### src/rtl/dmem_arbiter_if.sv
// dmem_arbiter_if
//   Bundles the two requester ports and the dmem side of dmem_arbiter.
//   Requester N (N = 0 CPU, 1 loader/debug):
//     reqN, weN, lockN, addrN[AW], wdataN[DW]  -> arbiter
//     gntN, rvalidN, rdataN[DW]                 <- arbiter
//   Memory side:
//     mem_we, mem_addr[AW], mem_wdata[DW]       <- arbiter
//     mem_rdata[DW]                             -> arbiter (combinational read)
//   Modports: slave = arbiter view, master = requesters + memory view.
interface dmem_arbiter_if #(
    parameter int AW = 8,
    parameter int DW = 8
);
    logic          req0;
    logic          we0;
    logic          lock0;
    logic [AW-1:0] addr0;
    logic [DW-1:0] wdata0;
    logic          gnt0;
    logic          rvalid0;
    logic [DW-1:0] rdata0;

    logic          req1;
    logic          we1;
    logic          lock1;
    logic [AW-1:0] addr1;
    logic [DW-1:0] wdata1;
    logic          gnt1;
    logic          rvalid1;
    logic [DW-1:0] rdata1;

    logic          mem_we;
    logic [AW-1:0] mem_addr;
    logic [DW-1:0] mem_wdata;
    logic [DW-1:0] mem_rdata;

    modport slave (
        input  req0, we0, lock0, addr0, wdata0,
        input  req1, we1, lock1, addr1, wdata1,
        input  mem_rdata,
        output gnt0, rvalid0, rdata0,
        output gnt1, rvalid1, rdata1,
        output mem_we, mem_addr, mem_wdata
    );

    modport master (
        output req0, we0, lock0, addr0, wdata0,
        output req1, we1, lock1, addr1, wdata1,
        output mem_rdata,
        input  gnt0, rvalid0, rdata0,
        input  gnt1, rvalid1, rdata1,
        input  mem_we, mem_addr, mem_wdata
    );
endinterface

### src/rtl/dmem_arbiter.sv
// dmem_arbiter
//   Shares a single-port dmem between the CPU data port (port 0) and a
//   secondary requester (port 1). At most one access is granted per cycle;
//   grants are combinational, read data returns registered one cycle after
//   the grant edge. Locked bursts hold ownership for at most LOCK_MAX grants.
//   Ports:
//     clk    - system clock, rising edge
//     reset  - synchronous, active-high
//     bus    - dmem_arbiter_if.slave (requester handshakes + dmem side)
//   Parameters: AW address width, DW data width, LOCK_MAX (>=1) max
//   consecutive locked grants.
//   Build option: define DMEM_ARB_RR_EN for a round-robin tie policy in FREE;
//   otherwise port 0 wins ties.
module dmem_arbiter #(
    parameter int AW       = 8,
    parameter int DW       = 8,
    parameter int LOCK_MAX = 8
) (
    input  logic          clk,
    input  logic          reset,
    dmem_arbiter_if.slave bus
);
    localparam int            CW        = $clog2(LOCK_MAX + 1);
    localparam logic [CW-1:0] LOCK_LAST = CW'(LOCK_MAX);

    typedef enum logic [1:0] {FREE, OWN0, OWN1} state_t;

    state_t        state_q, state_d;
    logic [CW-1:0] lock_cnt_q, lock_cnt_d, cnt_inc;
    logic          last_gnt_q, last_gnt_d;
    // One-cycle override after a forced release: pref_q names the port that
    // wins a tie in the cycle right after the release.
    logic          pref_vld_q, pref_vld_d;
    logic          pref_q, pref_d;
    logic          rvalid0_q, rvalid0_d, rvalid1_q, rvalid1_d;
    logic [DW-1:0] rdata0_q, rdata0_d, rdata1_q, rdata1_d;

    logic          gnt0, gnt1, win1;
    logic          mem_we_c;
    logic [AW-1:0] mem_addr_c;
    logic [DW-1:0] mem_wdata_c;

    // Grant decision.
    always_comb begin
        gnt0 = 1'b0;
        gnt1 = 1'b0;
        win1 = 1'b0;
        case (state_q)
            FREE: begin
                if (bus.req0 && bus.req1) begin
                    if (pref_vld_q) begin
                        win1 = pref_q;
                    end else begin
`ifdef DMEM_ARB_RR_EN
                        win1 = ~last_gnt_q;
`else
                        win1 = 1'b0;
`endif
                    end
                    gnt0 = ~win1;
                    gnt1 = win1;
                end else begin
                    gnt0 = bus.req0;
                    gnt1 = bus.req1;
                end
            end
            OWN0:    gnt0 = bus.req0;
            OWN1:    gnt1 = bus.req1;
            default: ;
        endcase
    end

    // Ownership, lock counter and tie-breaking history.
    always_comb begin
        state_d    = state_q;
        lock_cnt_d = lock_cnt_q;
        last_gnt_d = last_gnt_q;
        pref_vld_d = 1'b0;
        pref_d     = pref_q;
        cnt_inc    = lock_cnt_q + CW'(1);

        if (gnt0) begin
            last_gnt_d = 1'b0;
        end else if (gnt1) begin
            last_gnt_d = 1'b1;
        end

        case (state_q)
            FREE: begin
                lock_cnt_d = '0;
                if ((gnt0 && bus.lock0) || (gnt1 && bus.lock1)) begin
                    // With LOCK_MAX of 1 the entering grant already exhausts
                    // the burst, so it is a forced release straight away.
                    if (LOCK_MAX == 1) begin
                        pref_vld_d = 1'b1;
                        pref_d     = gnt0;
                    end else begin
                        state_d    = gnt0 ? OWN0 : OWN1;
                        lock_cnt_d = CW'(1);
                    end
                end
            end
            OWN0: begin
                if (!(bus.req0 && bus.lock0)) begin
                    state_d    = FREE;
                    lock_cnt_d = '0;
                end else if (cnt_inc == LOCK_LAST) begin
                    state_d    = FREE;
                    lock_cnt_d = '0;
                    pref_vld_d = 1'b1;
                    pref_d     = 1'b1;
                end else begin
                    lock_cnt_d = cnt_inc;
                end
            end
            OWN1: begin
                if (!(bus.req1 && bus.lock1)) begin
                    state_d    = FREE;
                    lock_cnt_d = '0;
                end else if (cnt_inc == LOCK_LAST) begin
                    state_d    = FREE;
                    lock_cnt_d = '0;
                    pref_vld_d = 1'b1;
                    pref_d     = 1'b0;
                end else begin
                    lock_cnt_d = cnt_inc;
                end
            end
            default: begin
                state_d    = FREE;
                lock_cnt_d = '0;
            end
        endcase
    end

    // Memory mux and read-data capture.
    always_comb begin
        mem_we_c    = 1'b0;
        mem_addr_c  = '0;
        mem_wdata_c = '0;
        if (gnt0) begin
            mem_we_c    = bus.we0;
            mem_addr_c  = bus.addr0;
            mem_wdata_c = bus.wdata0;
        end else if (gnt1) begin
            mem_we_c    = bus.we1;
            mem_addr_c  = bus.addr1;
            mem_wdata_c = bus.wdata1;
        end

        rvalid0_d = gnt0 && !bus.we0;
        rvalid1_d = gnt1 && !bus.we1;
        rdata0_d  = rvalid0_d ? bus.mem_rdata : rdata0_q;
        rdata1_d  = rvalid1_d ? bus.mem_rdata : rdata1_q;
    end

    always_ff @(posedge clk) begin
        if (reset) begin
            state_q    <= FREE;
            lock_cnt_q <= '0;
            last_gnt_q <= 1'b1;
            pref_vld_q <= 1'b0;
            pref_q     <= 1'b0;
            rvalid0_q  <= 1'b0;
            rvalid1_q  <= 1'b0;
            rdata0_q   <= '0;
            rdata1_q   <= '0;
        end else begin
            state_q    <= state_d;
            lock_cnt_q <= lock_cnt_d;
            last_gnt_q <= last_gnt_d;
            pref_vld_q <= pref_vld_d;
            pref_q     <= pref_d;
            rvalid0_q  <= rvalid0_d;
            rvalid1_q  <= rvalid1_d;
            rdata0_q   <= rdata0_d;
            rdata1_q   <= rdata1_d;
        end
    end

    assign bus.gnt0      = gnt0;
    assign bus.gnt1      = gnt1;
    assign bus.rvalid0   = rvalid0_q;
    assign bus.rvalid1   = rvalid1_q;
    assign bus.rdata0    = rdata0_q;
    assign bus.rdata1    = rdata1_q;
    assign bus.mem_we    = mem_we_c;
    assign bus.mem_addr  = mem_addr_c;
    assign bus.mem_wdata = mem_wdata_c;
endmodule

### src/flat_wrapper.sv
// flat-port wrapper written by rule: the top's interface ports become plain ports
module dmem_arbiter_flat 
#(
    parameter int AW       = 8,
    parameter int DW       = 8,
    parameter int LOCK_MAX = 8
)
  (clk, reset, bus_req0, bus_we0, bus_lock0, bus_addr0, bus_wdata0, bus_req1, bus_we1, bus_lock1, bus_addr1, bus_wdata1, bus_mem_rdata, bus_gnt0, bus_rvalid0, bus_rdata0, bus_gnt1, bus_rvalid1, bus_rdata1, bus_mem_we, bus_mem_addr, bus_mem_wdata);
  dmem_arbiter_if #(.AW(AW), .DW(DW)) bus_i ();
  input  logic clk;
  input  logic reset;
  input wire logic [$bits(bus_i.req0)-1:0] bus_req0;
  input wire logic [$bits(bus_i.we0)-1:0] bus_we0;
  input wire logic [$bits(bus_i.lock0)-1:0] bus_lock0;
  input wire logic [$bits(bus_i.addr0)-1:0] bus_addr0;
  input wire logic [$bits(bus_i.wdata0)-1:0] bus_wdata0;
  input wire logic [$bits(bus_i.req1)-1:0] bus_req1;
  input wire logic [$bits(bus_i.we1)-1:0] bus_we1;
  input wire logic [$bits(bus_i.lock1)-1:0] bus_lock1;
  input wire logic [$bits(bus_i.addr1)-1:0] bus_addr1;
  input wire logic [$bits(bus_i.wdata1)-1:0] bus_wdata1;
  input wire logic [$bits(bus_i.mem_rdata)-1:0] bus_mem_rdata;
  output wire logic [$bits(bus_i.gnt0)-1:0] bus_gnt0;
  output wire logic [$bits(bus_i.rvalid0)-1:0] bus_rvalid0;
  output wire logic [$bits(bus_i.rdata0)-1:0] bus_rdata0;
  output wire logic [$bits(bus_i.gnt1)-1:0] bus_gnt1;
  output wire logic [$bits(bus_i.rvalid1)-1:0] bus_rvalid1;
  output wire logic [$bits(bus_i.rdata1)-1:0] bus_rdata1;
  output wire logic [$bits(bus_i.mem_we)-1:0] bus_mem_we;
  output wire logic [$bits(bus_i.mem_addr)-1:0] bus_mem_addr;
  output wire logic [$bits(bus_i.mem_wdata)-1:0] bus_mem_wdata;
  assign bus_i.req0 = bus_req0;
  assign bus_i.we0 = bus_we0;
  assign bus_i.lock0 = bus_lock0;
  assign bus_i.addr0 = bus_addr0;
  assign bus_i.wdata0 = bus_wdata0;
  assign bus_i.req1 = bus_req1;
  assign bus_i.we1 = bus_we1;
  assign bus_i.lock1 = bus_lock1;
  assign bus_i.addr1 = bus_addr1;
  assign bus_i.wdata1 = bus_wdata1;
  assign bus_i.mem_rdata = bus_mem_rdata;
  assign bus_gnt0 = bus_i.gnt0;
  assign bus_rvalid0 = bus_i.rvalid0;
  assign bus_rdata0 = bus_i.rdata0;
  assign bus_gnt1 = bus_i.gnt1;
  assign bus_rvalid1 = bus_i.rvalid1;
  assign bus_rdata1 = bus_i.rdata1;
  assign bus_mem_we = bus_i.mem_we;
  assign bus_mem_addr = bus_i.mem_addr;
  assign bus_mem_wdata = bus_i.mem_wdata;
  dmem_arbiter #(.AW(AW), .DW(DW), .LOCK_MAX(LOCK_MAX)) u_core (.clk(clk), .reset(reset), .bus(bus_i));
endmodule
### config.mk
export PLATFORM = sky130hd
export DESIGN_NAME = dmem_arbiter_flat
export DESIGN_NICKNAME = d
export VERILOG_FILES = /design/src/rtl/dmem_arbiter_if.sv /design/src/rtl/dmem_arbiter.sv /design/src/flat_wrapper.sv
export SDC_FILE = /design/constraint.sdc
export NUM_CORES = 1
export LEC_CHECK = 0
export ABC_AREA = 1
export CORE_ASPECT_RATIO = 0.5
export CORE_MARGIN = 8
export CORE_UTILIZATION = 35
export CTS_BUF_LIST = sky130_fd_sc_hd__clkbuf_16
export DETAILED_ROUTE_END_ITERATION = 10
export PLACE_DENSITY = 0.83
export SYNTH_ARGS = -nofsm -noshare
export SYNTH_HDL_FRONTEND = slang
export SYNTH_SLANG_ARGS = --single-unit
### constraint.sdc
create_clock -name clk -period 1.78 [get_ports clk]
set_clock_uncertainty 0.1 [all_clocks]
set_input_delay 0.445 -clock clk [delete_from_list [all_inputs] [get_ports clk]]
set_output_delay 0.445 -clock clk [all_outputs]
set_load 0.01 [all_outputs]
Word level (Yosys, flattened, before mapping)
Index checks and enable logic that the tools add are counted.
{"block": "classes", "addsub": 1, "bitwise_logic": 1, "n_reduce_logical": 13, "mul": 0, "magnitude_cmp": 0, "eq_ne": 8, "n_mux": 33, "shift": 0, "div": 0}
{"op": "$mux 8", "count": 4}
{"op": "$mux 1", "count": 15}
{"op": "$mux 4", "count": 3}
{"op": "$pmux 4 s3", "count": 1}
{"op": "$mux 2", "count": 5}
{"op": "$ne 2x1->1 const B", "count": 5}
{"op": "$pmux 1 s2", "count": 4}
{"op": "$logic_and 1x1->1", "count": 7}
{"op": "$pmux 2 s3", "count": 1}
{"op": "$reduce_and 5->1", "count": 1}
{"op": "$add 4x1->4 const B", "count": 1}
{"op": "$eq 4x4->1 const B", "count": 1}
{"op": "$eq 2x1->1 const B", "count": 1}
{"op": "$eq 2x2->1 const B", "count": 1}
{"op": "$logic_not 1->1", "count": 2}
{"op": "$logic_not 2->1", "count": 1}
{"op": "$reduce_bool 2->1", "count": 1}
{"op": "$logic_or 1x1->1", "count": 1}
{"op": "$not 1->1", "count": 1}
{"block": "totals", "latchBits": 0, "rom_bits": 0, "in_bits": 48, "memories": 0, "elab_cells": 64, "ramBits": 0, "output_inout_bits": 37, "regBits": 26}

Depth between registers and ports, before layout
Gate-level depths: netlist (run 1).
{"block": "logic_depth", "word_depth": 10, "ltp_mapped": 12, "mapped_depth_nobuf": 12}

Worst setup path before layout (run 1)
OpenSTA, ideal clock, no wires.
{"block": "synth_path", "path_kind": "reg-to-output", "from": "register u_core.state_q[0]", "to": "output port bus_mem_addr[4]", "path_stages_with_launch": 9, "path_slack_ps": -165, "required_ps": 1235, "arrival_time_ps": 1400, "n_path_buf": 2, "cell_sequence": "dfxtp_1 -> inv_1 -> ha_1 -> buf_4 -> nand2_1 -> nand2_1 -> nand2_2 -> clkbuf_2 -> o21ai_0"}
{"block": "synth_between", "elab_chain_cells": 4, "word_cells_on_any_way": 7, "classes_between": "2 x eq/ne; 4 x mux; 1 x reduce/logical"}
{"item": "start: declaration", "line": "dmem_arbiter.sv:28", "rtl": "state_t state_q, state_d;"}
{"item": "start signal: assignment", "line": "dmem_arbiter.sv:169", "rtl": "state_q <= state_d;"}
{"item": "$eq 2x2->1 / $logic_not 2->1 (equally long branches)", "line": "dmem_arbiter.sv:48", "rtl": "case (state_q)"}
{"item": "$pmux 1 s2", "line": "dmem_arbiter.sv:48"}
{"item": "$mux 8", "line": "dmem_arbiter.sv:145", "rtl": "end else if (gnt1) begin"}
{"item": "$mux 8 (*)", "line": "dmem_arbiter.sv:141", "rtl": "if (gnt0) begin"}
{"item": "end: declaration", "line": "flat_wrapper.sv:30", "rtl": "output wire logic [$bits(bus_i.mem_addr)-1:0] bus_mem_addr;"}
Mark *: on every way between the ends. The rest lies on a longest branch, timed or not.

Worst setup path after layout (run 1)
{"block": "layout_path", "from": "register u_core.state_q[0]", "to": "output port bus_mem_addr[3]"}
Same word-level chain as after synthesis.

==> results_dict.tcl, run 1 <==
set metrics [dict create \
    status "complete, but fails checks" \
    violations "negative setup slack" \
    critPathRequiredTime_ps 1230 \
    slowest_delay_ps 380 \
    cts_max_level 1 \
    r2r_end "u_core.bus.rdata0[7]$_SDFFE_PP0P_" \
    rsz0062_at_grt "yes" \
    fmaxAchievable_ghz 0.4629 \
    slew_headroom 0.7973 \
    worstSetupPathType "reg -> out" \
    power.leakage_nw 1.377 \
    postCtsHoldBufs 0 \
    dieArea_um2 6850 \
    worstSetupStartpointType "register" \
    ir_worst_vdd_mv 0.5543 \
    hold_path_depth 2 \
    ios 85 \
    cap_violations 0 \
    setup_viol 20 \
    tightest_slew_ps 301.3 \
    final_cell_mix "63 x clkdlybuf4s50_1, 51 x nand2_1, 25 x buf_4" \
    grt_pass1_vias 1983 \
    worst_setup_path_end_kind "primary output" \
    worst_path_max_delay_cell "dfxtp_4" \
    yosysUniqueCellTypes 27 \
    grt_pass1_wl_um 9315 \
    finalPower_mw 4.373 \
    gp_congestion 0.8776 \
    min_period_over_period 1.214 \
    wl_per_cell_um 15.96 \
    wirelength_um 6593 \
    vias 2058 \
    die_x_um 109.3 \
    switching_share 0.4101 \
    final_common_cell "clkdlybuf4s50_1" \
    final_max_slew_viol_count 0 \
    power.share.sequential 0.176 \
    area.growth.synth_to_final_pct 103.9 \
    die_y_um 62.66 \
    path_delay_family "flip-flops" \
    p_clk_frac 0.152 \
    reg2reg_from "u_core.state_q[0]$_SDFFE_PP0P_" \
    synth_area_um2 1524 \
    clk_path_buf_depth 2 \
    grtUsageTotal 0.1655 \
    postLayoutCoreUtil 0.7234 \
    start_util 0.3547 \
    min_from "u_core.bus.rdata0[6]$_SDFFE_PP0P_" \
    num_antenna_cells 0 \
    r2r_setup_slack_ps -30 \
    num_rows 17 \
    path_clk_slew_ps 70 \
    nets 411 \
    syn_inst 233 \
    core_area_um2 4297 \
    hold_class "reg -> reg" \
    layout_setup_ws_ps -380.4 \
    clk_latency_ps 270 \
    syn-num-nets 287 \
    first_iter_violations 134 \
    remaining_drc_errors 0 \
    final_design_area_no_fill_um2 3108 \
    dr.pass1.iters 4 \
    finalHoldViolations 0 \
    cp_max_fo 5 \
    ys.warnings.count 0 \
    dp.final_hpwl_um 4304 \
    drive_gt1_frac 0.3708 \
    via_per_inst 4.983 \
    crit_path_cell_trace "inv_4 -> ha_4 -> o21ai_4 -> nand2_4 -> nand2_8 -> buf_12 -> nand2_2 -> o21ai_2 -> buf_2" \
    reg2reg_depth 11 \
    arrival_ps 1620 \
    power.internal_mw 2.580 \
    instances_no_fill 413 \
    antenna_left 0 \
    fin_crit_ps 2160 \
    ys_ff_latch 26 \
    grt_antenna_before_repair 0 \
    cp.buffers_inverters 3 \
    synth.avg_cell_area_um2 6.541 \
    p_per_area_nw_per_um2 1407 \
    placed_cell_area_um2 2683 \
    whs_endpoint "u_core.bus.rdata0[6]$_SDFFE_PP0P_" \
    place_inst 391 \
    pre_cts_ws_ps -1002 \
    cts_tree "done" \
    overflow 0 \
    ctsRootBufferMaster "clkbuf_16" \
    combinationalPowerShare 0.672 \
    grt_max_degree 19 \
    cp.depth 9 \
    synth-seq-area-share 0.3415 \
    cts_buffers 3 \
    io_buffers 84 \
    cts_sinks 26 \
    power.switching_mw 1.794 \
]
==> cells by family (layout without fill, tap and decap cells) <==
family                     Yosys count  after routing  synth area share
and+or+nand+nor                    132            135            0.3768
buffers and inverters               27            147           0.08784
AOI/OAI and AO/OA                   42             42            0.1445
DFF                                 26             26            0.3415
adders and majority gates            6              6           0.04926
==> registers in the layout (all words and copies together), names as in the netlist <==
| register | flops |
|---|---|
| u_core.state_q | 2 |
| u_core.pref_vld_q | 1 |
| u_core.bus.rdata1 | 8 |
| u_core.lock_cnt_q | 4 |
| u_core.bus.rvalid1 | 1 |
| u_core.bus.rdata0 | 8 |
| u_core.pref_q | 1 |
| u_core.bus.rvalid0 | 1 |
==> layer usage <==
metal | up-vias | global-route usage | wire length, µm | share of wire
met2 | 88 | 0.3049 | 3606 | 0.55
li1 | 1008 | - | - | -
met1 | 949 | 0.1806 | 2402 | 0.36
met4 | 0 | 0.07346 | 159 | 0.024
met3 | 13 | 0.02572 | 426 | 0.065
met5 | - | 0 | 0 | 0
==> power by group through the flow <==
stage / clock network (mW) / registers [mW] / logic, mW
2_1_floorplan: 0 / 0.779 / 1.25
3_3_place_gp: 0 / 0.755 / 2.17
3_5_place_dp: 0 / 0.759 / 2.21
4_1_cts: 0.667 / 0.748 / 2.34
5_1_grt: 0.696 / 0.782 / 3.14
6_report: 0.664 / 0.772 / 2.94
==> layout make-up <==
class | count | area (µm²)
Sequential cell | 26 | 526.8
Timing Repair Buffer | 121 | 1135
Timing Repair inverter | 2 | 32.53
Tap cell | 57 | 71.32
Multi-Input combinational cell | 183 | 1142
Clock buffer | 3 | 75.07
Clock inverter | 1 | 30.03
Inverter | 20 | 95.09
Fill cell | 316 | 1189
==> stage by stage <==
| step | TNS, ps | hold WS [ps] |
|---|---|---|
| 5_1_grt | -7584 | 389.3 |
| 4_1_cts | -5121 | 365.9 |
| 6_report | -6389 | 366.2 |
| 3_3_place_gp | -24110 | 346.5 |
| 3_5_place_dp | -25450 | 355.0 |
| 2_1_floorplan | -402.8 | 340.1 |
==> worst max path at each step <==
stage	startpoint	end	slack, ps
after floorplan	u_core.state_q[0]$_SDFFE_PP0P_	bus_mem_addr[6]	-40
after global placement	bus_req1	bus_mem_addr[5]	-960
after detailed placement	bus_req1	bus_mem_addr[5]	-1000
after CTS	u_core.state_q[0]$_SDFFE_PP0P_	bus_mem_addr[5]	-300
after global routing	u_core.state_q[0]$_SDFFE_PP0P_	bus_mem_wdata[4]	-420
final	u_core.state_q[0]$_SDFFE_PP0P_	bus_mem_addr[3]	-380
==> cells in the mapped netlist, drive strengths merged <==
cell,n,share of area
a21boi,1,0.0049
a21oi,12,0.039
buf,4,0.027
clkbuf,3,0.0082
clkinv,1,0.0025
dfxtp,26,0.34
ha,6,0.049
inv,19,0.050
nand2,81,0.22
nand3,17,0.056
nand3b,1,0.0049
nand4,4,0.016
nor2,27,0.073
nor3,2,0.0066
o2111ai,1,0.0057
o21ai,28,0.094
==> repair_timing <==
| item | CTS | global route |
|---|---|---|
| endpoints found under the setup margin | 36 | 36 |
| resized for setup | 94 | 50 |
| pin swaps | 4 | 6 |
| setup buffers | 5 | 9 |
| cloned | 3 | 3 |
==> tightest hold or removal path, cell delays in order, from the launching register on <==
cell and delay, ps:
dfxtp_1 310, nand2_1 60, a21oi_1 50
Power figures use the tool's default switching activity.
==> inputs of run 2 (changes only) <==
- CORE_UTILIZATION: 35 -> 38
- PLACE_DENSITY: 0.83 -> 0.85
- clock period: 1.78 -> 2.2 ns (I/O delays scaled with it)
==> run 2 against run 1 <==
The run still ends with negative setup slack left. Combinational power fell by 33%. Critical path depth unchanged. Non-clock buffer count decreased by 10. Sequential cell count unchanged. First-iteration DRC count up 27%. Core utilization shrank 0.56 points. Largest cell class unchanged.
==> results_dict.tcl, run 2 (same netlist as run 1, synthesis figures left out) <==
set metrics [dict create \
    status "complete, but fails checks" \
    violations "negative setup slack" \
    dp.final_hpwl_um 4378 \
    nets 400 \
    num_rows 16 \
    slew_headroom 0.7641 \
    gp_congestion 0.8321 \
    grt_pass1_vias 1849 \
    switching_share 0.4397 \
    arrival_ps 1590 \
    finalHoldViolations 0 \
    worstSetupPathType "reg -> out" \
    area.growth.synth_to_final_pct 82.92 \
    die_y_um 60.78 \
    layout_setup_ws_ps -37.82 \
    fin_crit_ps 2238 \
    power.internal_mw 1.679 \
    final_max_slew_viol_count 0 \
    cts_tree "done" \
    path_clk_slew_ps 60 \
    start_util 0.3924 \
    postCtsHoldBufs 0 \
    worst_setup_path_end_kind "primary output" \
    min_from "u_core.bus.rdata0[1]$_SDFFE_PP0P_" \
    grt_antenna_before_repair 0 \
    clk_latency_ps 250 \
    holdWs_ps 359.6 \
    r2r_end "u_core.bus.rdata1[3]$_SDFFE_PP0P_" \
    combinationalPowerShare 0.657 \
    worstSetupStartpointType "register" \
    overflow 0 \
    postLayoutCoreUtil 0.7178 \
    final_common_cell "nand2_1" \
    cts_buffers 3 \
    ios 85 \
    vias 2009 \
    whs_endpoint "u_core.bus.rdata0[1]$_SDFFE_PP0P_" \
    wl_per_cell_um 16.28 \
    grt_pass1_wl_um 9239 \
    min_period_over_period 1.017 \
    fmaxAchievable_ghz 0.4469 \
    grt_max_degree 19 \
    ir_worst_vdd_mv 0.3829 \
    reg2reg_from "u_core.state_q[1]$_SDFFE_PP0P_" \
    remaining_drc_errors 0 \
    power.switching_mw 1.318 \
    p_clk_frac 0.132 \
    pre_cts_ws_ps -823.2 \
    hold_path_depth 2 \
    num_antenna_cells 0 \
    dieArea_um2 6416 \
    cts_sinks 26 \
    rsz0062_at_grt "yes" \
    nFillCells 275 \
    clk_path_buf_depth 2 \
    dr.pass1.iters 5 \
    first_iter_violations 170 \
    critPathRequiredTime_ps 1550 \
    cap_violations 0 \
    wirelength_um 6496 \
    die_x_um 105.6 \
    hold_class "reg -> reg" \
    cp_max_fo 9 \
    power.leakage_nw 1.241 \
    r2r_setup_slack_ps 430 \
    reg2reg_depth 11 \
    drive_gt1_frac 0.2754 \
    io_buffers 84 \
    cts_max_level 1 \
    final_cell_mix "65 x nand2_1, 63 x clkdlybuf4s50_1, 25 x nor2_1, 25 x buf_4, 24 x dfxtp_1" \
    ctsRootBufferMaster "clkbuf_16" \
    antenna_left 0 \
    via_per_inst 5.035 \
    grtUsageTotal 0.1771 \
    setup_viol 9 \
    power.share.sequential 0.211 \
    core_area_um2 3884 \
    tightest_slew_ps 353.4 \
    p_per_area_nw_per_um2 1075 \
]
## run 2: cell count changes in the layout (fill, tap and decap cells not counted), sizes merged
cell and change:
bufinv -1, clkbuf +1, inv +1, clkinv -1
buf -11
## run 2: metal layers
metal | vias to the layer above | track usage | part of all wire
met5 | - | 0 | 0
met4 | 0 | 0.05149 | 0.020
met3 | 15 | 0.02754 | 0.055
met2 | 59 | 0.3484 | 0.57
met1 | 949 | 0.1978 | 0.35
li1 | 986 | - | -
## run 2: layout make-up
cell class	count	area, µm²	area share
flip-flops and latches	26	528.0	0.1894
inverters	20	95.09	0.03411
well taps	54	67.56	0.02424
repair inverters	1	11.26	0.004040
multi-input cells	183	1047	0.3757
clock inverters	1	3.754	0.001347
clock buffers	3	75.07	0.02693
repair buffers	111	959.7	0.3443
## run 2: how the worst max path moves through the flow
stage / slack (ps) / startpoint / endpoint
after floorplan: 150 / u_core.state_q[0]$_SDFFE_PP0P_ / bus_mem_addr[4]
after global placement: -750 / bus_req1 / bus_mem_wdata[7]
after detailed placement: -820 / bus_req1 / bus_mem_addr[1]
after CTS: 0.3 / u_core.state_q[1]$_SDFFE_PP0P_ / bus_mem_wdata[3]
after global routing: -90 / u_core.state_q[0]$_SDFFE_PP0P_ / bus_mem_wdata[7]
final: -40 / u_core.state_q[0]$_SDFFE_PP0P_ / bus_mem_wdata[7]
## run 2: power groups by stage
stage	combinational [mW]	clock (mW)	sequential, mW
global route	2.12	0.425	0.641
floorplan	0.818	0	0.623
global placement	1.52	0	0.606
CTS	1.69	0.405	0.611
detailed placement	1.57	0	0.610
finish	1.97	0.396	0.631
## run 2: repair_timing
action | in CTS | in global routing
pin swaps | 7 | 8
endpoints found under the hold margin | 0 | 0
endpoints found under the setup margin | 19 | 19
setup buffers | 5 | 3
gates cloned | 3 | 1
gates resized for setup | 102 | 38
## run 2: critical path: stages (launching register included)
cell and delay (ps):
dfxtp_4 370, inv_4 70, ha_4 150, o21ai_4 80
nand2_8 110, nand2_8 120, inv_12 100, nand2_2 60
o21ai_1 90, buf_2 160
## run 2: per-stage QoR
step	cell area, µm²	setup TNS (ps)	power (mW)	cells
detailed placement	2521	-16040	2.176	383
CTS	2651	0	2.710	395
finish	2788	-108.8	2.997	399
global route	2788	-973.8	3.190	399
floorplan	1524	0	1.441	233
global placement	2521	-14590	2.123	383
